File: config.mk
export PLATFORM = sky130hd
export DESIGN_NAME = sd_sector_mem_writer_flat
export DESIGN_NICKNAME = d
export VERILOG_FILES = /design/src/rtl/sd_sector_mem_writer_if.sv /design/src/rtl/sd_sector_mem_writer.sv /design/src/flat_wrapper.sv
export SDC_FILE = /design/constraint.sdc
export NUM_CORES = 1
export LEC_CHECK = 0
export CORE_MARGIN = 5
export CORE_UTILIZATION = 50
export CTS_BUF_LIST = sky130_fd_sc_hd__clkbuf_4 sky130_fd_sc_hd__clkbuf_8
export DETAILED_ROUTE_END_ITERATION = 10
export PLACE_DENSITY = 0.83
export SLEW_MARGIN = 20
export SYNTH_ARGS = -nofsm -noshare
export SYNTH_HDL_FRONTEND = slang
export SYNTH_SLANG_ARGS = --single-unit
File: constraint.sdc
create_clock -name clk -period 2.85 [get_ports clk]
set_clock_uncertainty 0.2 [all_clocks]
set_input_delay 0.4275 -clock clk [delete_from_list [all_inputs] [get_ports clk]]
set_output_delay 0.4275 -clock clk [all_outputs]
set_load 0.01 [all_outputs]
File: src/rtl/sd_sector_mem_writer_if.sv
// Byte-stream input plus Avalon-MM word-write master, bundled for the sector writer.
// master = the writer's view; slave = the stream source / memory fabric side.
interface sd_sector_mem_writer_if #(
    parameter int ADDR_W = 16
);
    logic [7:0]        s_data;
    logic              s_valid;
    logic              s_ready;
    logic [ADDR_W-1:0] m_address;
    logic              m_chipselect;
    logic              m_write;
    logic [3:0]        m_byteenable;
    logic [31:0]       m_writedata;
    logic              m_waitrequest;

    modport master (
        input  s_data, s_valid, m_waitrequest,
        output s_ready, m_address, m_chipselect, m_write, m_byteenable, m_writedata
    );

    modport slave (
        output s_data, s_valid, m_waitrequest,
        input  s_ready, m_address, m_chipselect, m_write, m_byteenable, m_writedata
    );
endinterface

File: src/rtl/sd_sector_mem_writer.sv
// Packs a byte stream into little-endian 32-bit words and writes them over Avalon-MM; 5 cycles/word unstalled.
// Stream stalls (s_ready low) while a write is outstanding; m_waitrequest holds the request stable.
module sd_sector_mem_writer #(
    parameter int ADDR_W = 16,
    parameter int CNT_W  = 12
) (
    input  logic              clk,
    input  logic              reset_n,
    input  logic              start,
    input  logic [ADDR_W-1:0] base_addr,
    input  logic [CNT_W-1:0]  byte_count,
    input  logic              abort,
    output logic              busy,
    output logic              done,
    sd_sector_mem_writer_if.master bus
);

    typedef enum logic [1:0] {IDLE, FILL, WRITE, DONE} state_t;

    state_t            state_q, state_d;
    logic [ADDR_W-1:0] addr_q, addr_d;
    logic [CNT_W-1:0]  rem_q, rem_d;
    logic [1:0]        lane_q, lane_d;
    logic [31:0]       data_q, data_d;
    logic [3:0]        be_q, be_d;
    logic              abort_q, abort_d;

    always_ff @(posedge clk or negedge reset_n) begin
        if (!reset_n) begin
            state_q <= IDLE;
            addr_q  <= '0;
            rem_q   <= '0;
            lane_q  <= '0;
            data_q  <= '0;
            be_q    <= '0;
            abort_q <= 1'b0;
        end else begin
            state_q <= state_d;
            addr_q  <= addr_d;
            rem_q   <= rem_d;
            lane_q  <= lane_d;
            data_q  <= data_d;
            be_q    <= be_d;
            abort_q <= abort_d;
        end
    end

    always_comb begin
        state_d = state_q;
        addr_d  = addr_q;
        rem_d   = rem_q;
        lane_d  = lane_q;
        data_d  = data_q;
        be_d    = be_q;
        abort_d = abort_q;
        case (state_q)
            IDLE: begin
                abort_d = 1'b0;
                if (start) begin
                    addr_d  = base_addr;
                    rem_d   = byte_count;
                    lane_d  = '0;
                    data_d  = '0;
                    be_d    = '0;
                    state_d = (byte_count == '0) ? DONE : FILL;
                end
            end
            FILL: begin
                if (abort) begin
                    // Partially packed word is discarded rather than written.
                    lane_d  = '0;
                    data_d  = '0;
                    be_d    = '0;
                    state_d = DONE;
                end else if (bus.s_valid) begin
                    for (int i = 0; i < 4; i++) begin
                        if (lane_q == 2'(i)) begin
                            data_d[8*i +: 8] = bus.s_data;
                            be_d[i]          = 1'b1;
                        end
                    end
                    lane_d = lane_q + 2'd1;
                    rem_d  = rem_q - CNT_W'(1);
                    if (lane_q == 2'd3 || rem_q == CNT_W'(1)) begin
                        state_d = WRITE;
                    end
                end
            end
            WRITE: begin
                if (abort) begin
                    abort_d = 1'b1;
                end
                if (!bus.m_waitrequest) begin
                    addr_d  = addr_q + ADDR_W'(1);
                    lane_d  = '0;
                    data_d  = '0;
                    be_d    = '0;
                    state_d = (rem_q == '0 || abort_q || abort) ? DONE : FILL;
                end
            end
            DONE: begin
                abort_d = 1'b0;
                state_d = IDLE;
            end
            default: state_d = IDLE;
        endcase
    end

    // Every output is a register or a direct state decode.
    assign busy             = (state_q != IDLE);
    assign done             = (state_q == DONE);
    assign bus.s_ready      = (state_q == FILL);
    assign bus.m_write      = (state_q == WRITE);
    assign bus.m_chipselect = (state_q == WRITE);
    assign bus.m_address    = addr_q;
    assign bus.m_writedata  = data_q;
    assign bus.m_byteenable = be_q;

endmodule

File: src/flat_wrapper.sv
// flat-port wrapper written by rule: the top's interface ports become plain ports
module sd_sector_mem_writer_flat 
#(
    parameter int ADDR_W = 16,
    parameter int CNT_W  = 12
)
  (clk, reset_n, start, base_addr, byte_count, abort, busy, done, bus_s_data, bus_s_valid, bus_m_waitrequest, bus_s_ready, bus_m_address, bus_m_chipselect, bus_m_write, bus_m_byteenable, bus_m_writedata);
  sd_sector_mem_writer_if #(.ADDR_W(ADDR_W)) bus_i ();
  input  logic clk;
  input  logic reset_n;
  input  logic start;
  input  logic [ADDR_W-1:0] base_addr;
  input  logic [CNT_W-1:0] byte_count;
  input  logic abort;
  output logic busy;
  output logic done;
  input wire logic [$bits(bus_i.s_data)-1:0] bus_s_data;
  input wire logic [$bits(bus_i.s_valid)-1:0] bus_s_valid;
  input wire logic [$bits(bus_i.m_waitrequest)-1:0] bus_m_waitrequest;
  output wire logic [$bits(bus_i.s_ready)-1:0] bus_s_ready;
  output wire logic [$bits(bus_i.m_address)-1:0] bus_m_address;
  output wire logic [$bits(bus_i.m_chipselect)-1:0] bus_m_chipselect;
  output wire logic [$bits(bus_i.m_write)-1:0] bus_m_write;
  output wire logic [$bits(bus_i.m_byteenable)-1:0] bus_m_byteenable;
  output wire logic [$bits(bus_i.m_writedata)-1:0] bus_m_writedata;
  assign bus_i.s_data = bus_s_data;
  assign bus_i.s_valid = bus_s_valid;
  assign bus_i.m_waitrequest = bus_m_waitrequest;
  assign bus_s_ready = bus_i.s_ready;
  assign bus_m_address = bus_i.m_address;
  assign bus_m_chipselect = bus_i.m_chipselect;
  assign bus_m_write = bus_i.m_write;
  assign bus_m_byteenable = bus_i.m_byteenable;
  assign bus_m_writedata = bus_i.m_writedata;
  sd_sector_mem_writer #(.ADDR_W(ADDR_W), .CNT_W(CNT_W)) u_core (.clk(clk), .reset_n(reset_n), .start(start), .base_addr(base_addr), .byte_count(byte_count), .abort(abort), .busy(busy), .done(done), .bus(bus_i));
endmodule
# Word level (Yosys, flattened, before mapping)
# Index checks and enable logic that the tools add are counted.
# Widths: inputs -> output; s select.
# word_totals
regBits	69
output_inout_bits	57
# op_classes
n_reduce_logical	22
eq_ne	18
add_sub_neg	3
muxes	40
# op_table
op	n
$mux 32	4
$pmux 32 s3	1
$mux 12	3
$mux 16	2
$mux 8	4
$pmux 16 s2	1
$logic_not 12->1	2
$pmux 12 s2	1
$mux 2	11
$reduce_and 5->1	4
$add 16x1->16 const B	1
$mux 4	4
$ne 3x2->1 const B	5
$eq 12x1->1 const B	1
$pmux 4 s3	1
$reduce_and 4->1	3
$sub 12x1->12 const B	1
$ne 2x2->1 const B	5
$eq 2x2->1 const B	4
$pmux 2 s4	1
$reduce_bool 2->1	4
$pmux 2 s3	1
$mux 1	5
$eq 2x1->1 const B	2
other kinds (9)	12

# Logic depth before layout (Yosys ltp)
# Gate-level depths: netlist of the first run.
# logic_depth
depth_word	6
depth_mapped	10

# Worst setup path before layout of the first run
# Ideal clock, no wire load.
# synth_timing
path_type	register -> register
startpoint	register u_core.state_q[0]
endpoint	register u_core.addr_q[15], in the netlist u_core.bus.m_address[15]
path_buffers	2
setup_time_ns	0.137
t_required_ns	2.513
synth_period_minus_slack_ns	2.268
arrival_ns	1.931
setup_slack_ns	0.582
stages_incl_launch_ff	10
path_cell_list	dfrtp_1 > inv_1 > ha_1 > buf_2 > and2_4 > or3_1 > buf_2 > or3_1 > o21ai_1 > a21oi_1
# synth_via
elab_chain_cells	3
elab_cells_between_ends	7
classes_between	eq/ne: 3; mux: 1; reduce/logical: 3
# synth_rtl
item	line	text
start, declared	sd_sector_mem_writer.sv:20	state_t state_q, state_d;
start signal, assigned	sd_sector_mem_writer.sv:38	state_q <= state_d;
$eq 2x2->1 (*)	n/a	
net bus_m_chipselect	flat_wrapper.sv:22	output wire logic [$bits(bus_i.m_chipselect)-1:0] bus_m_chipselect;
$ne 2x2->1 (no line) or $reduce_bool 2->1 (tied branches)	n/a	
$reduce_and 3->1 (no line)	n/a	
end signal, assigned	sd_sector_mem_writer.sv:39	addr_q <= addr_d;
end, declared	sd_sector_mem_writer.sv:21	logic [ADDR_W-1:0] addr_q, addr_d;
# Mark *: on every way through the listed nets, which the timed path passes. The rest lies on a longest branch.
# A chain may end at the register's enable or synchronous reset.

# Worst setup path after layout of the first run
# layout_timing
startpoint	register u_core.state_q[1]
endpoint	output bus_s_ready
# layout_via
elab_chain_cells	1
# layout_rtl
item	line	text
$eq 2x1->1	sd_sector_mem_writer.sv:112	assign bus.s_ready = (state_q == FILL);
end, declared	flat_wrapper.sv:20	output wire logic [$bits(bus_i.s_ready)-1:0] bus_s_ready;
# Every way passes these cells.

==> metrics, run 1 <==
worst r2r src u_core.state_q[0]; syn_nets 420; final setup margin 230.8 ps; YS warnings 0; setup TNS 0 ps; all-layer global routing usage 22.98%; Worst EP required ~2200 ps; fin util 70.71%; final wirelength just under 10000 um; DRT iter0 DRCs 151; Leak Pwr between 2 and 2.5 nW; Post-Synth Simple-Gate Area around 17%; clock buffer depth 2; maximum VDD drop ~0.00066 V; Max Cap Violations 0; Vias 3257; fmax 381.8 MHz; via density per instance 5.795; reg2reg setup slack around 430 ps; Inst Count DP about 550; Compound-Gate Fraction of Synth Area 25.01%; Routed WL per cell between 15 and 20 um; Bufs and invs on worst path 3; DIE AREA 0.008935 mm2; fill count 549; sequential fraction of the synthesis area 48.34%; 1st-pass router iterations 4; Final Cycle Share 91.90%; Worst-Skew Late Latency between 300 and 400 ps; Initial Util between 50% and 60%; GP Congestion 0.8537; initial antenna violation count 0; Final Slew Violations 0; Worst Setup Path Type flip-flop to output pin; CORE AREA 0.006869 mm2; Core Rows 30; slew margin rel. between 60% and 70%; Port-buffer cells 98; Hold Fails Final Rpt 0; global route overflow 0; worst-margin pin slew 593.1 ps; mux cell area share after synthesis between 1 and 1.5%; worst-case reg-to-reg path depth 6; DR DRC count 0; clock root buffer clkbuf_8; worst-path fanout max 31; io pins 99; fin crit period around 2600 ps; Worst path max stage delay 610 ps; die height around 95 um; xor and xnor fraction of the mapped netlist area 0%; layout cells sized above 1 7.940%; largest family of logic cells by synthesized area compound AO/OA/AOI/OAI gates; largest net degree at the start of global routing 70; Distinct cells, synth 53; # resized after CTS 0; Main synth FF type dfrtp_1; Mapped Area approximately 0.0036 mm2; CTS tree built; TritonCTS buffer count 9; Routed Antenna Nets 0; Layout area overhead 35.97%; Power Density 982.8 mW/mm2; fin cells 562; Yosys reg bits 69; adder-cell share of the synthesized area 4.553%; Fin Hold WS approximately 300 ps; Post-synth EDFFs 0; Post-Place Worst Slack 372.6 ps; final setup fails 0; WP depth 4; cell count after synthesis 365; crit path capture type output pin; first-pass GRT wire length 16020 um; ant diodes 0; startpoint types flip-flop; CP endpoint bus_s_ready; H-tree levels 3; DP HPWL slightly above 7000 um; asr flop ratio synth 100.0%; Synth Area per Inst 9.787 um2; vias in the first global route 3212; RSZ-0062 raised after global routing no; multi-input logic area 0.001693 mm2; Chip Width 94.53 um; RR Endpoint u_core.bus.m_writedata[9]; final net count 516; Worst-path clk slew about 70 ps; CTS sink cnt 69; Worst Path Arrival 1990 ps; critical-path cell list inv_1 -> ha_1 -> buf_4 -> clkdlybuf4s50_1; Reg area 0.001727 mm2; worst hold path class flip-flop to flip-flop; Critical path origin u_core.state_q[1]; largest delay contributor family on the critical path buffers and inverters; outcome completed; slowest CP cell clkdlybuf4s50_1
[where the power goes]
part	total [mW]	internal [mW]	switching, mW
Clock	0.901	0.496	0.405
Sequential	1.56	1.25	0.310
Combinational	2.31	1.02	1.29
Total	4.77	2.77	2.00
[cell families (layout without fill, tap and decap cells)]
logic type,count (synthesis),in the layout
AOI/OAI and AO/OA,132,132
adders and majority gates,13,13
buffers and inverters,34,135
DFF,69,69
muxes,4,4
and+or+nand+nor,113,113
[cells in the mapped netlist, types with 2 or more instances]
cell type | n | area [um2]
ha_1 | 13 | 162.7
nand2b_1 | 3 | 18.77
nor2_1 | 21 | 78.83
or3_1 | 4 | 25.02
buf_4 | 2 | 15.01
o21ai_0 | 19 | 95.09
dfrtp_1 | 69 | 1727
o21ai_1 | 3 | 15.01
o22a_1 | 5 | 43.79
nor3_2 | 3 | 30.03
or4_1 | 2 | 15.01
and3_1 | 6 | 37.54
nand2_1 | 34 | 127.6
nand3_1 | 10 | 50.05
mux2i_1 | 3 | 30.03
nor2b_1 | 2 | 12.51
nand4_1 | 4 | 25.02
a31oi_1 | 6 | 37.54
o22ai_1 | 10 | 62.56
inv_1 | 13 | 48.80
or3_4 | 2 | 22.52
a2bb2oi_1 | 7 | 61.31
a22o_1 | 33 | 289.0
buf_2 | 7 | 35.03
and4_1 | 3 | 26.28
nor4_1 | 3 | 18.77
clkbuf_1 | 8 | 30.03
nor3_1 | 7 | 35.03
a21oi_1 | 39 | 195.2
[cell type report]
class / instances / area share (%)
Clock buffer: 9 / 2.550
Clock inverter: 7 / 2.009
Inverter: 14 / 1.082
Multi-Input combinational cell: 262 / 34.85
Sequential cell: 69 / 35.55
Tap cell: 96 / 2.473
Timing Repair Buffer: 105 / 21.48
[worst reg2reg max path: stages, from the launching register on]
cell	delay (ps)
dfrtp_1	440
inv_1	110
ha_1	320
and2_4	200
nor3_2	360
nand2_1	350
a22o_1	330
[through the flow]
step	total power [mW]	area, um2
after floorplan	3.022	3572
after global placement	3.780	4626
after detailed placement	3.856	4626
after CTS	4.764	4857
after global routing	5.112	4857
final	4.774	4857
[how the worst min path moves through the flow]
| stage | from | cells past startpoint | to | slack, ps |
|---|---|---|---|---|
| global route | u_core.bus.m_writedata[25] | 1 | u_core.bus.m_writedata[25] | 310 |
| finish | u_core.bus.m_writedata[25] | 1 | u_core.bus.m_writedata[25] | 300 |
| floorplan | reset_n | 0 | u_core.abort_q | -70 |
| CTS | u_core.bus.m_writedata[25] | 1 | u_core.bus.m_writedata[25] | 310 |
| detailed placement | reset_n | 2 | u_core.rem_q[7] | 280 |
| global placement | reset_n | 2 | u_core.rem_q[5] | 270 |
[per-layer routing]
metal	track usage (%)	share of wire, %	wire [um]
met5	0	0	0
met1	30.37	43	4249
met3	5.100	5.6	553
met4	7.332	1.5	147
met2	37.71	50	4908
[sequential cells by signal, summed over array words and instances, names as in the netlist]
register	count
u_core.bus.m_byteenable	4
u_core.lane_q	2
u_core.bus.m_writedata	32
u_core.bus.m_address	16
u_core.rem_q	12
u_core.state_q	2
u_core.abort_q	1
[cells in the final DEF, fill, tap and decap left out, types with 10 or more instances in the layout]
| master | count |
|---|---|
| nand3_1 | 10 |
| a22o_1 | 33 |
| a21oi_1 | 39 |
| nand2_1 | 34 |
| dfrtp_1 | 69 |
| inv_1 | 13 |
| clkdlybuf4s50_1 | 97 |
| o21ai_0 | 19 |
| o22ai_1 | 10 |
| ha_1 | 13 |
| nor2_1 | 21 |
[what timing repair did]
action                     CTS  global route
hold endpoints to repair    69             0
hold buffers                 1             0
setup endpoints to repair    0             0
buffers inserted             0             0
No activity file was read; power rests on OpenSTA's default activity.
==> run 2, diff against run 1 <==
--- a/config.mk
+++ b/config.mk
@@ -6,10 +6,10 @@
 export NUM_CORES = 1
 export LEC_CHECK = 0
 export CORE_MARGIN = 5
-export CORE_UTILIZATION = 50
+export CORE_UTILIZATION = 40
 export CTS_BUF_LIST = sky130_fd_sc_hd__clkbuf_4 sky130_fd_sc_hd__clkbuf_8
 export DETAILED_ROUTE_END_ITERATION = 10
-export PLACE_DENSITY = 0.83
+export PLACE_DENSITY = 0.69
 export SLEW_MARGIN = 20
 export SYNTH_ARGS = -nofsm -noshare
 export SYNTH_HDL_FRONTEND = slang
==> run 2 against run 1 <==
Worst setup slack better by 21 ps. Critical path depth unchanged. First-iteration DRC count down 1.3%. Global-route usage down 5.1 points. Non-clock buffer count up 1. Hold slack better by 2.2 ps. Clock-buffer cell count up 1. Sequential share of layout area down 0.15 points. Routed wire length down 3.4%. Critical path type unchanged. Maximum frequency up 0.81%. Design area up 0.41%.
==> metrics, run 2 (synthesized netlist as in run 1, its figures left out) <==
outcome completed; slowest CP cell clkdlybuf4s50_1; 1st-pass router iterations 5 (+1); reg2reg setup slack 420 ps (about the same); Clock Power Share 18.6% (-0.3 points); final setup fails 0 (unchanged); TritonCTS buffer count 9 (unchanged); largest delay contributor family on the critical path buffers and inverters; Final Slew Violations 0 (unchanged); Worst EP required 2220 ps (about the same); hold buffers post-CTS 1 (unchanged); worst-case reg-to-reg path depth 6 (unchanged); DP HPWL 7008 um (-0.74%); Fin Hold WS 300.5 ps (+2.206 ps); Leak Pwr 2.045 nW (+0.62%); max FFs per register 32 (unchanged); Min-Delay Path Depth 1 (unchanged); CTS sink cnt 69 (unchanged); Met2 Routed Length 4490 um (-8.5%); Worst Path Arrival 1970 ps (-20 ps); fill count 782 (+42%); Layout area overhead 36.53%; CORE AREA 0.008721 mm2 (+27%); met3 wire length 579 um (+4.7%); clock root buffer clkbuf_8; fin crit period 2598 ps (-21.10 ps); uppermost layer routed met4; Sw Share 41.21% (-0.76 points); Power Density 969.3 mW/mm2 (-1.4%); maximum VDD drop 0.0005474 V (-17%); NetSw 1.948 mW (-2.8%); Worst Setup Path Type flip-flop to output pin; worst-path fanout max 31 (unchanged); DRT iter0 DRCs 149 (-1.3%); worst r2r src u_core.state_q[0]; fmax 384.9 MHz (+0.81%); global route overflow 0 (unchanged); Core Rows 34 (+13%); Logic pwr share 48.4% (about the same); ant diodes 0 (unchanged); H-tree levels 3 (unchanged); Reg area 0.001727 mm2 (unchanged); Cell Area, Placed 0.004648 mm2 (+0.49%); RSZ-0062 raised after global routing no; hold path startpoint u_core.bus.m_writedata[29]; Initial Util 40.96% (-11 points); most common cell after layout, fill and taps aside clkdlybuf4s50_1; crit path capture type output pin; DR DRC count 0 (unchanged); slew margin rel. 54.83% (-5.3 points); multi-input logic area 0.001693 mm2 (unchanged); Routed WL per cell 16.57 um (-5.5%); io pins 99 (unchanged); all-layer global routing usage 17.85% (-5.1 points); fin util 55.93% (-15 points); Hold Fails Final Rpt 0 (unchanged); CTS tree built; # resized after CTS 0 (unchanged); startpoint types flip-flop; Worst-path clk slew 70 ps (about the same); clock buffer depth 2 (unchanged); Final Cycle Share 91.16% (-0.74 points); routed metal-1 wirelength 4313 um (+1.5%); Post-Place Worst Slack 337.9 ps (-34.66 ps); final setup margin 251.9 ps (+21.11 ps); final net count 517 (+0.19%); critical-path cell list inv_1 -> ha_1 -> buf_4 -> clkdlybuf4s50_1; Chip Width 104.5 um (+11%); RR Endpoint u_core.bus.m_writedata[10]; Routed Antenna Nets 0 (unchanged); Bufs and invs on worst path 3 (unchanged); post-route cell area 0.004877 mm2 (+0.41%); final wirelength 9528 um (-3.4%); Vias 3208 (-1.5%); worst hold path class flip-flop to flip-flop; Max Cap Violations 0 (unchanged); worst-margin pin slew 671.4 ps (+78.27 ps); setup TNS 0 ps (unchanged); vias in the first global route 3248 (+1.1%); Port-buffer cells 98 (unchanged); Worst path max stage delay 600 ps (about the same); most frequent cells in the layout clkdlybuf4s50_1, dfrtp_1, a21oi_1; DIE AREA 0.01092 mm2 (+22%); first-pass GRT wire length 16230 um (+1.3%); initial antenna violation count 0 (unchanged); WHS Endpoint u_core.bus.m_writedata[29]; GP Congestion 0.8244 (-3.4%); largest net degree at the start of global routing 41 (-41%); Flop pwr share 33.0% (+0.3 points); via density per instance 5.579 (-3.7%); Worst-Skew Late Latency 350 ps (about the same); layout cells sized above 1 8.137% (+0.20 points); number of setup buffers added after CTS 0 (unchanged); die height 104.5 um (+11%); Pint 2.779 mW (+0.33%)
## run 2: cell types whose count changed in the layout (fill, tap and decap cells not counted)
cell,before,now
clkbuf_4,0,1
inv_6,1,0
clkinv_2,1,2
clkinvlp_4,2,0
clkinv_4,1,2
buf_4,5,6
## run 2: through the flow
| step | cells | total power [mW] |
|---|---|---|
| final | 575 | 4.728 |
| after global routing | 575 | 5.126 |
| after CTS | 575 | 4.781 |
| after detailed placement | 558 | 3.876 |
| after global placement | 558 | 3.819 |
| after floorplan | 365 | 3.022 |
## run 2: worst max-delay path by stage
stage / cells after the start / slack (ps) / start / end
CTS: 4 / 230 / u_core.state_q[1] / bus_s_ready
finish: 4 / 250 / u_core.state_q[1] / bus_s_ready
detailed placement: 7 / 340 / abort / u_core.rem_q[0]
global route: 4 / 130 / u_core.state_q[1] / bus_s_ready
global placement: 7 / 410 / abort / u_core.rem_q[0]
floorplan: 9 / 580 / u_core.state_q[0] / u_core.bus.m_address[15]
## run 2: power groups by stage
| stage | sequential, mW | combinational [mW] | clock [mW] |
|---|---|---|---|
| 3_3_place_gp | 1.56 | 2.26 | 0 |
| 6_report | 1.56 | 2.29 | 0.878 |
| 5_1_grt | 1.61 | 2.57 | 0.951 |
| 3_5_place_dp | 1.57 | 2.31 | 0 |
| 2_1_floorplan | 1.57 | 1.45 | 0 |
| 4_1_cts | 1.56 | 2.32 | 0.908 |
## run 2: layout make-up
cell class	count	share of cell area (%)
clock buffer	10	2.694
clock inverter	6	1.796
inverter	14	1.077
multi-input combinational	262	34.71
sequential	69	35.40
tap	108	2.771
timing repair buffer	106	21.55
## run 2: metal layers
| layer | global-route usage [%] | up-vias |
|---|---|---|
| met5 | 0 | - |
| met4 | 6.290 | 0 |
| met3 | 4.469 | 12 |
| met2 | 28.42 | 94 |
| met1 | 23.64 | 1546 |
| li1 | - | 1556 |
==> run 3, diff against run 2 <==
--- a/config.mk
+++ b/config.mk
@@ -9,7 +9,8 @@
 export CORE_UTILIZATION = 40
 export CTS_BUF_LIST = sky130_fd_sc_hd__clkbuf_4 sky130_fd_sc_hd__clkbuf_8
 export DETAILED_ROUTE_END_ITERATION = 10
-export PLACE_DENSITY = 0.69
+export HOLD_SLACK_MARGIN = 0.02
+export PLACE_DENSITY_LB_ADDON = 0.2
 export SLEW_MARGIN = 20
 export SYNTH_ARGS = -nofsm -noshare
 export SYNTH_HDL_FRONTEND = slang
==> run 3 against run 2 <==
Die area unchanged. Total power decreased by 1.1%. Combinational power about the same. Design area decreased by 0.28%. Sequential power about the same. Utilization decreased by 0.16 points. Sequential cell count unchanged. Hold slack improved by 4.6 ps. Worst setup slack improved by 15 ps. Routed wire length decreased by 1.3%. Critical path depth unchanged. Largest cell class unchanged. Highest routed layer unchanged.
==> metrics, run 3 (synthesized netlist as in run 1, its figures left out) <==
worst-path fanout max 31 (unchanged); final wirelength 9405 um (-1.3%); Inst Count DP 559 (+0.18%); DR DRC count 0 (unchanged); RSZ-0062 raised after global routing no; setup TNS 0 ps (unchanged); Power Density 961.2 mW/mm2 (-0.84%); CTS sink cnt 69 (unchanged); first-pass GRT wire length 15810 um (-2.6%); worst r2r src u_core.state_q[1]; met2 GRT Util 26.70% (-1.7 points); worst-margin pin slew 698.8 ps (+27.39 ps); Routed WL per cell 16.33 um (-1.5%); Chip Width 104.5 um (unchanged); ant diodes 0 (unchanged); layout cells sized above 1 8.333% (+0.20 points); Worst Path Arrival 1960 ps (about the same); Worst EP required 2220 ps (about the same); Worst-Skew Late Latency 350 ps (about the same); maximum VDD drop 0.0004444 V (-19%); clock root buffer clkbuf_8; most common cell after layout, fill and taps aside clkdlybuf4s50_1; clock buffer depth 2 (unchanged); overall power 4.675 mW (-1.1%); DP HPWL 6784 um (-3.2%); grt met1 use 24.37% (+0.73 points); slew margin rel. 53.41% (-1.4 points); Worst-path clk slew 80 ps (about the same); Max Cap Violations 0 (unchanged); max FFs per register 32 (unchanged); CTS tree built; Initial Util 40.96% (unchanged); startpoint types flip-flop; hold buffers post-CTS 1 (unchanged); met3 Use GR 5.028% (+0.56 points); Vias 3211 (+0.094%); Routed Antenna Nets 0 (unchanged); # resized after CTS 0 (unchanged); Final Slew Violations 0 (unchanged); most used routing layer met2; Post-Place Worst Slack 138.4 ps (-199.5 ps); vias in the first global route 3052 (-6.0%); final setup margin 267.2 ps (+15.33 ps); all-layer global routing usage 17.46% (-0.40 points); die height 104.5 um (unchanged); fmax 387.2 MHz (+0.59%); Final Cycle Share 90.62% (-0.54 points); final net count 518 (+0.19%); Worst Setup Path Type flip-flop to output pin; global route overflow 0 (unchanged); Core Rows 34 (unchanged); initial antenna violation count 0 (unchanged); io pins 99 (unchanged); crit path capture type output pin; CORE AREA 0.008721 mm2 (unchanged); fin cells 576 (+0.17%); Port-buffer cells 98 (unchanged); outcome completed; final setup fails 0 (unchanged); H-tree levels 3 (unchanged); Leak Pwr 2.036 nW (-0.47%); 1st-pass router iterations 5 (unchanged); hold path startpoint u_core.bus.m_writedata[28]; Cell Area, Placed 0.004656 mm2 (+0.16%); Hold Fails Final Rpt 0 (unchanged); via density per instance 5.575 (about the same); Layout area overhead 36.15%; most frequent cells in the layout clkdlybuf4s50_1, dfrtp_1, a21oi_1; post-route cell area 0.004863 mm2 (-0.28%); DIE AREA 0.01092 mm2 (unchanged); DRT iter0 DRCs 151 (+1.3%); TritonCTS buffer count 9 (unchanged); GP Congestion 0.8448 (+2.5%); fin crit period 2583 ps (-15.33 ps); Critical path origin u_core.state_q[1]; number of setup buffers added after CTS 0 (unchanged); worst hold path class flip-flop to flip-flop; largest net degree at the start of global routing 42 (+2.4%)
==> run 3: changes by cell type in the layout (fill, tap and decap cells not counted) <==
| cell | delta |
|---|---|
| buf_4 | +1 |
| clkbuf_4 | -1 |
| bufinv_16 | -1 |
| inv_6 | +1 |
| clkinvlp_4 | +1 |
==> run 3: per-stage QoR <==
step	hold WS [ps]	utilization, %
final	305.1	55.77
after detailed placement	280.3	53.39
after global placement	282.2	53.39
after global routing	311.2	55.77
after floorplan	-68.09	-
after CTS	306.3	55.77
==> run 3: area by class of cell <==
class | instances | area, um2
Fill cell | 756 | 3857
Tap cell | 108 | 135.1
Sequential cell | 69 | 1727
Clock inverter | 7 | 73.82
Multi-Input combinational cell | 262 | 1693
Clock buffer | 9 | 123.9
Inverter | 14 | 52.55
Timing Repair Buffer | 107 | 1059
==> run 3: path summary, 6_finish.rpt <==
kind                                               to  slack [ps]  depth (start not counted)
setup / recovery                          bus_s_ready         270                          4
hold reg to reg            u_core.bus.m_writedata[28]         310                          1
min in group asynchronous     u_core.bus.m_address[6]         440                          2
hold / removal             u_core.bus.m_writedata[28]         310                          1
max in group asynchronous  u_core.bus.m_writedata[14]        1340                          3
setup reg to reg                      u_core.rem_q[5]         370                          8
==> run 3: worst max-delay path, stage by stage, from the launching register on <==
cell             delay (ps)
dfrtp_1                 430
inv_1                   110
ha_1                    170
buf_4                   300
clkdlybuf4s50_1         610
==> run 3: power breakdown <==
group | leakage, nW | switching (mW) | total, mW | internal (mW)
logic | 1.06 | 1.26 | 2.31 | 1.04
clock network | 0.0996 | 0.408 | 0.815 | 0.407
registers | 0.878 | 0.303 | 1.56 | 1.25
==> run 3: metal layers <==
layer / part of all wire [%] / vias to the layer above
li1: - / 1549
met1: 46 / 1548
met2: 47 / 107
met3: 5.5 / 7
met4: 0.82 / 0
met5: 0 / -
